**config.mk**
```make
export PLATFORM = sky130hd
export DESIGN_NAME = seq_detector_prog
export DESIGN_NICKNAME = d
export VERILOG_FILES = /design/src/rtl/seq_det_pkg.sv /design/src/rtl/seq_det_core.sv /design/src/rtl/seq_detector_prog.sv
export SDC_FILE = /design/constraint.sdc
export NUM_CORES = 1
export LEC_CHECK = 0
export ABC_AREA = 1
export ABC_CLOCK_PERIOD_IN_PS = 3600
export CAP_MARGIN = 20
export CORE_ASPECT_RATIO = 1.4
export CORE_MARGIN = 5
export CORE_UTILIZATION = 30
export CTS_BUF_LIST = sky130_fd_sc_hd__clkbuf_2
export DETAILED_ROUTE_END_ITERATION = 10
export DONT_BUFFER_PORTS = 1
export SLEW_MARGIN = 10
export SYNTH_ARGS = -nofsm -noshare
export SYNTH_HDL_FRONTEND = slang
export SYNTH_HIERARCHICAL = 1
export SYNTH_SLANG_ARGS = --single-unit
export TNS_END_PERCENT = 100
```
**constraint.sdc**
```tcl
create_clock -name clk -period 3.6 [get_ports clk]
set_input_delay 0.9 -clock clk [delete_from_list [all_inputs] [get_ports clk]]
set_output_delay 0.9 -clock clk [all_outputs]
set_load 0.05 [all_outputs]
```
**src/rtl/seq_det_pkg.sv**
```systemverilog
// Shared types and helpers for the programmable serial pattern detector.
package seq_det_pkg;

    typedef enum logic {
        ST_UNCFG = 1'b0,
        ST_RUN   = 1'b1
    } state_e;

    // Bits needed to hold a length value in 0..max_len.
    function automatic int unsigned calc_len_w(input int unsigned max_len);
        return $clog2(max_len + 1);
    endfunction

endpackage

```
**src/rtl/seq_det_core.sv**
```systemverilog
// Shift history, fill tracking and pattern compare; hit_c flags a match on the bit being accepted.
module seq_det_core
    import seq_det_pkg::*;
#(
    parameter int unsigned MAX_LEN = 8,
    parameter int unsigned LEN_W   = calc_len_w(MAX_LEN)
) (
    input  logic               clk,
    input  logic               rst,
    input  logic               clear,
    input  logic               accept,
    input  logic               in_bit,
    input  logic [MAX_LEN-1:0] pattern,
    input  logic [LEN_W-1:0]   len,
    input  logic               overlap,
    output logic               hit_c
);

    localparam int unsigned LW1 = LEN_W + 1;

    logic [MAX_LEN-1:0] history_q, history_d;
    logic [LEN_W-1:0]   fill_q, fill_d;
    logic [MAX_LEN-1:0] new_hist;
    logic [MAX_LEN-1:0] mask;
    logic [LEN_W-1:0]   fill_inc;
    logic               enough;

    always_comb begin
        history_d = history_q;
        fill_d    = fill_q;
        new_hist  = {history_q[MAX_LEN-2:0], in_bit};
        for (int i = 0; i < int'(MAX_LEN); i++) begin
            mask[i] = (32'(i) < 32'(len));
        end
        fill_inc = (fill_q == LEN_W'(MAX_LEN)) ? fill_q : fill_q + LEN_W'(1);
        // Count includes the bit arriving this cycle.
        enough   = ((LW1'(fill_q) + LW1'(1)) >= LW1'(len));
        hit_c    = accept && enough && (((new_hist ^ pattern) & mask) == '0);

        if (clear) begin
            history_d = '0;
            fill_d    = '0;
        end else if (accept) begin
            history_d = new_hist;
            fill_d    = (hit_c && !overlap) ? '0 : fill_inc;
        end
    end

    always_ff @(posedge clk) begin
        if (rst) begin
            history_q <= '0;
            fill_q    <= '0;
        end else begin
            history_q <= history_d;
            fill_q    <= fill_d;
        end
    end

endmodule

```
**src/rtl/seq_detector_prog.sv**
```systemverilog
// Runtime-programmable serial pattern detector with match pulse and saturating match counter.
module seq_detector_prog
    import seq_det_pkg::*;
#(
    parameter int unsigned MAX_LEN = 8,
    parameter int unsigned CNT_W   = 16,
    parameter int unsigned LEN_W   = calc_len_w(MAX_LEN)
) (
    input  logic               clk,
    input  logic               rst,
    input  logic               cfg_load,
    input  logic [MAX_LEN-1:0] cfg_pattern,
    input  logic [LEN_W-1:0]   cfg_len,
    input  logic               cfg_overlap,
    input  logic               in_valid,
    input  logic               in_bit,
    output logic               armed,
    output logic               cfg_err,
    output logic               match,
    output logic [CNT_W-1:0]   match_count
);

    state_e             state_q, state_d;
    logic [MAX_LEN-1:0] pattern_q, pattern_d;
    logic [LEN_W-1:0]   len_q, len_d;
    logic               overlap_q, overlap_d;
    logic               armed_q, armed_d;
    logic               cfg_err_q, cfg_err_d;
    logic               match_q, match_d;
    logic [CNT_W-1:0]   cnt_q, cnt_d;
    logic               legal_c;
    logic               accept_c;
    logic               hit_c;

    seq_det_core #(
        .MAX_LEN (MAX_LEN),
        .LEN_W   (LEN_W)
    ) u_core (
        .clk     (clk),
        .rst     (rst),
        .clear   (legal_c),
        .accept  (accept_c),
        .in_bit  (in_bit),
        .pattern (pattern_q),
        .len     (len_q),
        .overlap (overlap_q),
        .hit_c   (hit_c)
    );

    // A load of any kind wins over a concurrent bit.
    always_comb begin
        legal_c  = cfg_load && (cfg_len != '0) && (32'(cfg_len) <= MAX_LEN);
        accept_c = (state_q == ST_RUN) && in_valid && !cfg_load;
    end

    always_comb begin
        state_d   = state_q;
        pattern_d = pattern_q;
        len_d     = len_q;
        overlap_d = overlap_q;
        cnt_d     = cnt_q;
        cfg_err_d = cfg_load && !legal_c;
        match_d   = hit_c;

        if (legal_c) begin
            state_d   = ST_RUN;
            pattern_d = cfg_pattern;
            len_d     = cfg_len;
            overlap_d = cfg_overlap;
            cnt_d     = '0;
        end else if (hit_c && (cnt_q != '1)) begin
            cnt_d = cnt_q + CNT_W'(1);
        end

        armed_d = (state_d == ST_RUN);
    end

    always_ff @(posedge clk) begin
        if (rst) begin
            state_q   <= ST_UNCFG;
            pattern_q <= '0;
            len_q     <= '0;
            overlap_q <= 1'b0;
            armed_q   <= 1'b0;
            cfg_err_q <= 1'b0;
            match_q   <= 1'b0;
            cnt_q     <= '0;
        end else begin
            state_q   <= state_d;
            pattern_q <= pattern_d;
            len_q     <= len_d;
            overlap_q <= overlap_d;
            armed_q   <= armed_d;
            cfg_err_q <= cfg_err_d;
            match_q   <= match_d;
            cnt_q     <= cnt_d;
        end
    end

    assign armed       = armed_q;
    assign cfg_err     = cfg_err_q;
    assign match       = match_q;
    assign match_count = cnt_q;

endmodule

```
==> results.cfg, run 1 <==
[yosys]
synth_adder_area_share_pct = 3.49
synth_xor_area_share_pct = 2.10
synth_area_um2 = 2510
synth_mux_area_share_pct = 0
synth_top_family_by_area = simple AND/OR/NAND/NOR gates
syn_inst = 379
ys_types = 27
yosys-top-cells-area = dfxtp_1 (34%), nand2_1 (18%), inv_1 (8.4%)
seq_area_frac_synth_pct = 34.3
synth_area_leader_cell = dfxtp_1
synth_seq_cells = 43
synth_fp_nets = 404
yosys_warnings = 6
avgSynthCellArea_um2 = 6.61
synth_top_area_share_pct = 34.3
synth-simple-area-share_pct = 38.3
synth_compound_area_share_pct = 11.1

[power]
p_comb_share_pct = 9.7
power_frac_clock_pct = 25.8
vdd_drop_max_v = 0.000176
seqPwrFrac_pct = 64.4
power_density_nw_per_um2 = 297
p_int_uw = 558
switchingPower_uw = 227
p_sw_share_pct = 28.9
p_leak_nw = 1.08

[worst_setup_path]
rr_endpoint = match_count[2]
cp_slowest_stage_delay_ns = 0.48
path_cells = inv_1, ha_1, ha_1, nand2_1, inv_1, nand3_1, nor2_1, nor2_1, nor4_1, buf_4, inv_1, nor2_1, nand2_1, a21oi_2
path_delay_family = simple AND/OR/NAND/NOR gates
r2r_setup_slack_ns = 0.88
critPathLaunch = u_core/fill_q[0]
r2r-start = u_core/fill_q[0]
required_ns = 3.96
crit_type = reg -> reg
endpoint = match_count[2]
worst_setup_path_start_kind = register
path_buf_inv = 4
crit_fanout = 6
arrival_ns = 3.08
critPathCaptureType = register
crit_slowest_cell = dfxtp_1
r2r_cells = 14
cp.depth = 14

[timing]
finalSetupViolCount = 0
clock_skew_ns = 0.0244
tns_ns = 0
relSlewSlack_pct = 52.2
period_minus_slack_ns = 2.72
max_freq_mhz = 368
fin_crit_sh_pct = 75.5
worstMarginPinSlew_ns = 0.716
rsz0062_at_grt = false
slew_violations = 0
hold_viol = 0

[route]
antenna_left = 0
drtIter0Drc = 58
vias_per_cell = 4.59
num_vias = 2224
drcViolationCount = 0
finalWirelength_um = 5660
dr.pass1.iters = 4
wl_per_cell_um = 11.7

[worst_hold_path]
hold_class = reg -> reg
hold_depth = 2

[final_layout]
drive_above_1_share_pct = 12.3
syn_to_final_growth_pct = 5.49
final_area_um2 = 2640
final.fill_count = 902
diodes = 0
final_nets = 407
post-route-util_pct = 32.4

[clock_network]
postCtsSetupRepairBufs = 0
tritoncts = yes
cts-root-buf = clkbuf_2
htreeDepth = 2
cts_hold_buf = 0
worstSkewPairLatency_ns = 0.41
cts_sinks = 43
numCtsBuffers = 5
cts_buffer_depth = 2
cts_resized = 0
clk_pin_slew_worst_paths_ns = 0.22

[floorplanning]
rows = 39
core_um2 = 8150
die_y_um = 118
ios = 37
die_w_um = 87.2
die_area_um2 = 10300
start_util_pct = 30.8

[grt]
grt_antenna_before_repair = 0
overflow = 0
grt.total_usage_pct = 11.8
first_global_vias = 2158
grt_pass1_wl_um = 10100
grt_max_degree = 18

[place]
dp_hpwl_um = 4520
dpl_cell_area_um2 = 2600
place_congestion = 0.856
port_buffers = 0

[job]
drv_cap = 0

[run_status]
outcome = completed
-- cell usage after synthesis (all sizes together) --
master,instances
nand2,132
ha,7
and2,2
o21bai,1
nand3,20
nand4,6
nor2,44
nand3b,3
o21ai,14
inv,59
clkbuf,2
a21oi,35
xor2,6
buf,4
nor4,1
dfxtp,43
-- how the worst min path moves through the flow --
stage / from / to
after CTS: overlap_q / overlap_q
after floorplan: overlap_q / overlap_q
after global placement: overlap_q / overlap_q
after global routing: rst / pattern_q[4]
final: overlap_q / overlap_q
after detailed placement: overlap_q / overlap_q
-- power groups by stage --
stage	clock, mW	sequential, mW	combinational [mW]
after floorplan	0	0.512	0.0672
final	0.203	0.506	0.0764
after CTS	0.214	0.506	0.0780
after global placement	0	0.515	0.0754
after detailed placement	0	0.515	0.0778
after global routing	0.234	0.508	0.0913
-- cell usage in the layout (no fill, tap or decap), drive strengths merged, types with 3 or more instances in the layout --
cell type / n
a21oi: 35
clkbuf: 5
nand3: 20
nand2: 132
o21ai: 14
dfxtp: 43
inv: 59
ha: 7
xor2: 6
nand3b: 3
nor2: 44
nand4: 6
-- layout make-up --
cell class              count  area (um^2)  share of cell area [%]
clock inverters             3         15.0                   0.568
clock buffers               5         25.0                   0.947
repair buffers              2         15.0                   0.568
well taps                 102          128                    4.83
inverters                  59          221                    8.38
multi-input cells         271         1380                    52.2
flip-flops and latches     43          861                    32.6
-- routing by layer --
layer / up-vias / global-route usage, % / wire, um
met2: 48 / 19.9 / 2790
li1: 1181 / - / -
met4: 0 / 4.03 / 144
met1: 980 / 14.0 / 2350
met3: 15 / 3.55 / 379
met5: - / 0 / 0
-- flip-flops by register name, summed over array words and instances, names as in the netlist --
signal / flops
match_count: 16
pattern_q: 8
u_core/history_q: 7
len_q: 4
u_core/fill_q: 4
armed: 1
cfg_err: 1
match: 1
overlap_q: 1
-- cells by family (layout without fill, tap and decap cells) --
family / after synthesis / in the layout
AND/OR/NAND/NOR: 208 / 208
buffers and inverters: 65 / 69
AO/OA/AOI/OAI: 50 / 50
flip-flops: 43 / 43
adder cells (fa/ha/maj): 7 / 7
XOR/XNOR: 6 / 6
-- metrics by stage --
stage                     std cells  power (mW)  hold slack [ns]  setup slack [ns]
final                           485       0.785            0.475             0.883
after global routing            485       0.834            0.466             0.491
after CTS                       485       0.798            0.478             0.856
after detailed placement        477       0.593            0.454             0.787
after global placement          477       0.590            0.446             0.859
after floorplan                 379       0.579            0.435             0.697
-- worst register-to-register path: stages, from the launching register on --
cell	delay, ns
dfxtp_1	0.48
inv_1	0.09
ha_1	0.34
ha_1	0.29
nand2_1	0.05
inv_1	0.05
nand3_1	0.05
nor2_1	0.09
nor2_1	0.06
nor4_1	0.27
buf_4	0.19
inv_1	0.11
nor2_1	0.36
nand2_1	0.12
a21oi_2	0.13
Note: power is estimated with default switching activity, not from simulation.
==> run 2, diff against run 1 <==
- ABC_CLOCK_PERIOD_IN_PS: 3600 -> 2200
- clock period: 3.6 -> 2.2 ns (I/O delays scaled with it)
==> run 2 against run 1 <==
  * The run now ends with negative setup slack left
  * First-iteration DRC count grew 29%
  * Clock skew rose by 0.0058 ns
  * Clock power rose to 2.9 times the previous value
  * Cell count grew 6.2%
  * Design area grew 18%
  * Largest cell class unchanged
  * Largest power group unchanged
==> results.cfg, run 2 (synthesized netlist as in run 1, its figures left out) <==
[final_layout]
post-route-util_pct = 38.2
diodes = 0
largest_reg_flops = 16
final_nets = 437
final_cell_mix = nand2_1 (114), inv_1 (53), dfxtp_1 (39)
final_common_cell = nand2_1
final.fill_count = 857
final_area_um2 = 3120
layout.cells.non_filler = 515
syn_to_final_growth_pct = 24.4
drive_above_1_share_pct = 26.6

[timing]
worstMarginPinSlew_ns = 0.475
max_freq_mhz = 453
clock_skew_ns = 0.0302
finalSetupViolCount = 2
relSlewSlack_pct = 68.3
fin_ws_ns = -0.00598
tns_ns = -0.00658
slew_violations = 0
hold_viol = 0
period_minus_slack_ns = 2.21
fin_crit_sh_pct = 100
rsz0062_at_grt = true

[route]
num_vias = 2404
antenna_left = 0
vias_per_cell = 4.67
drcViolationCount = 0
wl_per_cell_um = 12.7
drtIter0Drc = 75
dr.pass1.iters = 4
finalWirelength_um = 6540

[power]
p_sw_share_pct = 25.6
power_frac_clock_pct = 36.9
vdd_drop_max_v = 0.000313
p_leak_nw = 1.33
seqPwrFrac_pct = 51.9
power_density_nw_per_um2 = 506
p_comb_share_pct = 11.2
p_int_mw = 1.17
switchingPower_uw = 404

[grt]
grt_pass1_wl_um = 10900
busiest_layer = met2
use_met1_pct = 14.1
use_met2_pct = 23.4
grt.total_usage_pct = 12.9
gr-usage-met3_pct = 3.97
grt_antenna_before_repair = 0
first_global_vias = 2389
grt_max_degree = 17
overflow = 0

[clock_network]
numCtsBuffers = 5
tritoncts = yes
cts-root-buf = clkbuf_2
cts_buffer_depth = 2
cts_hold_buf = 0
htreeDepth = 2
cts_sinks = 43
clk_pin_slew_worst_paths_ns = 0.24
worstSkewPairLatency_ns = 0.41

[worst_setup_path]
arrival_ns = 2.57
r2r-start = u_core/fill_q[0]
critPathCaptureType = register
worst_setup_path_start_kind = register
r2r_cells = 16
required_ns = 2.56
crit_fanout = 4
rr_endpoint = match_count[13]
crit_type = reg -> reg
r2r_setup_slack_ns = -0.006

[worst_hold_path]
worstHoldEndpoint = pattern_q[0]
hold_depth = 1
worstHoldStart = rst
hold_class = in -> reg

[place]
dp_slack_ns = -0.0451
port_buffers = 0
place_congestion = 0.834
dpl_cell_area_um2 = 2810
placed_cells = 501
dp_hpwl_um = 4880

[run_status]
violations = negative setup slack
outcome = finished, violations left

[job]
drv_cap = 0

[floorplanning]
die_y_um = 118
start_util_pct = 30.8
ios = 37
die_w_um = 87.2
rows = 39
core_um2 = 8150
die_area_um2 = 10300
run 2: cell types whose count changed in the layout (fill, tap and decap cells not counted), sizes merged:
cell      change
clkbuf        +1
clkinvlp      -1
clkinv        -2
buf          +30
bufinv        +2
run 2: worst max-delay path by stage:
stage / end / start / cells past startpoint
CTS: match_count[14] / u_core/fill_q[1] / 14
global placement: match_count[14] / u_core/fill_q[1] / 15
detailed placement: match_count[14] / u_core/fill_q[1] / 15
floorplan: match_count[10] / u_core/fill_q[0] / 16
finish: match_count[13] / u_core/fill_q[0] / 16
global route: match_count[13] / u_core/fill_q[0] / 16
run 2: critical path, cell delays in order (launching register included):
cell and delay [ns]:
dfxtp_4 0.41, ha_4 0.17, xor2_2 0.15, ha_1 0.31, nand2_1 0.06, inv_1 0.06, nand3_2 0.08, nor2_4 0.11
nor2_4 0.05, nor4_4 0.16, buf_4 0.21, nand2_4 0.06, nor2_4 0.12, nand3_2 0.08, nand2_1 0.06, inv_1 0.03
nor2_1 0.09
run 2: area by class of cell:
cell class	instances	area [um^2]	area share (%)
Timing Repair Buffer	32	244	7.83
Inverter	59	221	7.11
Multi-Input combinational cell	271	1560	50.1
Clock inverter	2	60.1	1.93
Clock buffer	6	30.0	0.963
Tap cell	102	128	4.09
Sequential cell	43	871	27.9
run 2: per-layer routing:
layer	vias to the layer above	routed length [um]	share of wire, %
li1	1238	-	-
met3	12	374	5.7
met4	0	81	1.2
met5	-	0	0
met2	45	3520	54
met1	1109	2560	39
run 2: what timing repair did:
action                                  CTS  global route
pin swaps                                 8            21
endpoints found under the setup margin    7            18
gates resized for setup                  12            26
setup buffers                             3             4
run 2: power by group through the flow:
stage / combinational (mW) / sequential, mW / clock, mW
4_1_cts: 0.162 / 0.819 / 0.601
6_report: 0.177 / 0.818 / 0.582
3_3_place_gp: 0.151 / 0.834 / 0
5_1_grt: 0.200 / 0.822 / 0.632
3_5_place_dp: 0.154 / 0.835 / 0
2_1_floorplan: 0.115 / 0.838 / 0
run 2: through the flow:
step | hold slack (ns) | power (mW)
after global routing | 0.0993 | 1.65
after detailed placement | 0.466 | 0.989
after floorplan | 0.435 | 0.954
final | 0.162 | 1.58
after CTS | 0.135 | 1.58
after global placement | 0.447 | 0.985
==> run 3, diff against run 2 <==
- ABC_CLOCK_PERIOD_IN_PS: 2200 -> 2550
- clock period: 2.2 -> 2.55 ns (I/O delays scaled with it)
==> run 3 against run 2 <==
  * The run now ends clean
  * Largest cell class unchanged
  * Maximum frequency down 6.0%
  * Global-route usage down 0.63 points
  * Clock skew down 0.014 ns
  * Die area unchanged
  * Non-clock buffer count down 10
  * Critical path type unchanged
  * Core utilization down 3.3 points
  * Critical path depth down 2
  * Combinational power down 28%
  * Worst setup slack better by 0.21 ns
  * Clock power down 41%
==> results.cfg, run 3 (synthesized netlist as in run 1, its figures left out) <==
[run_status]
outcome = completed

[job]
drv_cap = 0

[worst_setup_path]
critPathMostFrequentCell = nand3_1
required_ns = 2.93
crit_type = reg -> reg
path_delay_family = simple AND/OR/NAND/NOR gates
cp_slowest_stage_delay_ns = 0.42
path_buf_inv = 2
path_cells = ha_2, xor2_1, ha_1, nand2_1, inv_1, nand3_1, nor2_1, nor2_2, nor4_4, buf_4, nand3_2, nor2_4, nand3_1, a21oi_1
worst_setup_path_start_kind = register
crit_fanout = 5
critPathCaptureType = register
arrival_ns = 2.73
crit_slowest_cell = dfxtp_4
r2r_setup_slack_ns = 0.20

[final_layout]
final_nets = 427
final_common_cell = nand2_1
drive_above_1_share_pct = 19.1
multi_input_area_um2 = 1410
final.fill_count = 894
final_cell_mix = nand2_1 (119), inv_1 (55), dfxtp_1 (41)
largest_reg_flops = 16
seq_area_um2 = 866
syn_to_final_growth_pct = 13.5

[floorplanning]
die_w_um = 87.2
rows = 39
die_area_um2 = 10300
core_um2 = 8150
start_util_pct = 30.8
die_y_um = 118
ios = 37

[route]
vias_per_cell = 4.60
antenna_left = 0
drcViolationCount = 0
dr.pass1.iters = 4
num_vias = 2327
drtIter0Drc = 64
finalWirelength_um = 5950
wl_per_cell_um = 11.8

[place]
dp_hpwl_um = 4710
place_congestion = 0.805
port_buffers = 0

[power]
vdd_drop_max_v = 0.000243
power_density_nw_per_um2 = 413
p_leak_nw = 1.20
total_power_mw = 1.18

[timing]
holdWs_ns = 0.228
rsz0062_at_grt = false
slew_violations = 0
max_freq_mhz = 426
relSlewSlack_pct = 67.7
finalSetupViolCount = 0
clock_skew_ns = 0.0163
worstMarginPinSlew_ns = 0.483
period_minus_slack_ns = 2.35
tns_ns = 0
fin_crit_sh_pct = 92.0
hold_viol = 0

[grt]
grt_antenna_before_repair = 1
overflow = 0
first_global_vias = 2330
grt_pass1_wl_um = 10400
grt.total_usage_pct = 12.2
grt_max_degree = 17

[clock_network]
worstSkewPairLatency_ns = 0.43
cts_buffer_depth = 2
tritoncts = yes
clk_pin_slew_worst_paths_ns = 0.26
htreeDepth = 2
cts-root-buf = clkbuf_2
numCtsBuffers = 5
cts_sinks = 43

[worst_hold_path]
hold_class = in -> reg
[run 3: changes by cell type in the layout (fill, tap and decap cells not counted), moves of 4 or more]
cell,change
buf_4,-9
nand2_1,+5
nand3_1,+7
nand3_2,-4
[run 3: what timing repair did]
action                     in CTS  in global routing
setup endpoints to repair       8                 14
hold buffers                    0                  0
resized for setup               2                  8
setup buffers                   0                  1
pin swaps                       0                  8
[run 3: worst paths after layout]
| kind | startpoint | to | cells past startpoint |
|---|---|---|---|
| setup / recovery | u_core/fill_q[0] | match_count[14] | 14 |
| hold / removal | rst | pattern_q[4] | 1 |
| setup reg to reg | u_core/fill_q[0] | match_count[14] | 14 |
| hold reg to reg | overlap_q | overlap_q | 2 |
[run 3: per-stage QoR]
stage                     std cells  util [%]  cell area [um^2]  worst slack [ns]
final                           506      34.9              2850             0.203
after global routing            506      34.9              2850            0.0123
after CTS                       504      34.5              2820            0.0214
after detailed placement        496      33.9              2760            0.0277
after global placement          496      33.9              2760             0.139
after floorplan                 379         -              2520            0.0990
[run 3: power breakdown]
group          switching [mW]  leakage (nW)  internal, mW
registers              0.0169         0.350         0.690
clock network           0.261        0.0344        0.0798
logic                  0.0851         0.815        0.0426
[run 3: layout make-up]
type	count	area share, %
multi-input cells	271	49.6
flip-flops and latches	43	30.4
inverters	59	7.78
repair buffers	22	5.80
well taps	102	4.49
clock inverters	3	0.923
clock buffers	5	0.880
diodes	1	0.0880
[run 3: routing by layer]
layer / routed length, um / global-route usage [%] / vias up / share of wire (%)
met4: 231 / 6.14 / 0 / 3.9
li1: - / - / 1221 / -
met2: 2920 / 21.1 / 55 / 49
met5: 0 / 0 / - / 0
met1: 2420 / 13.5 / 1031 / 41
met3: 376 / 3.27 / 20 / 6.3
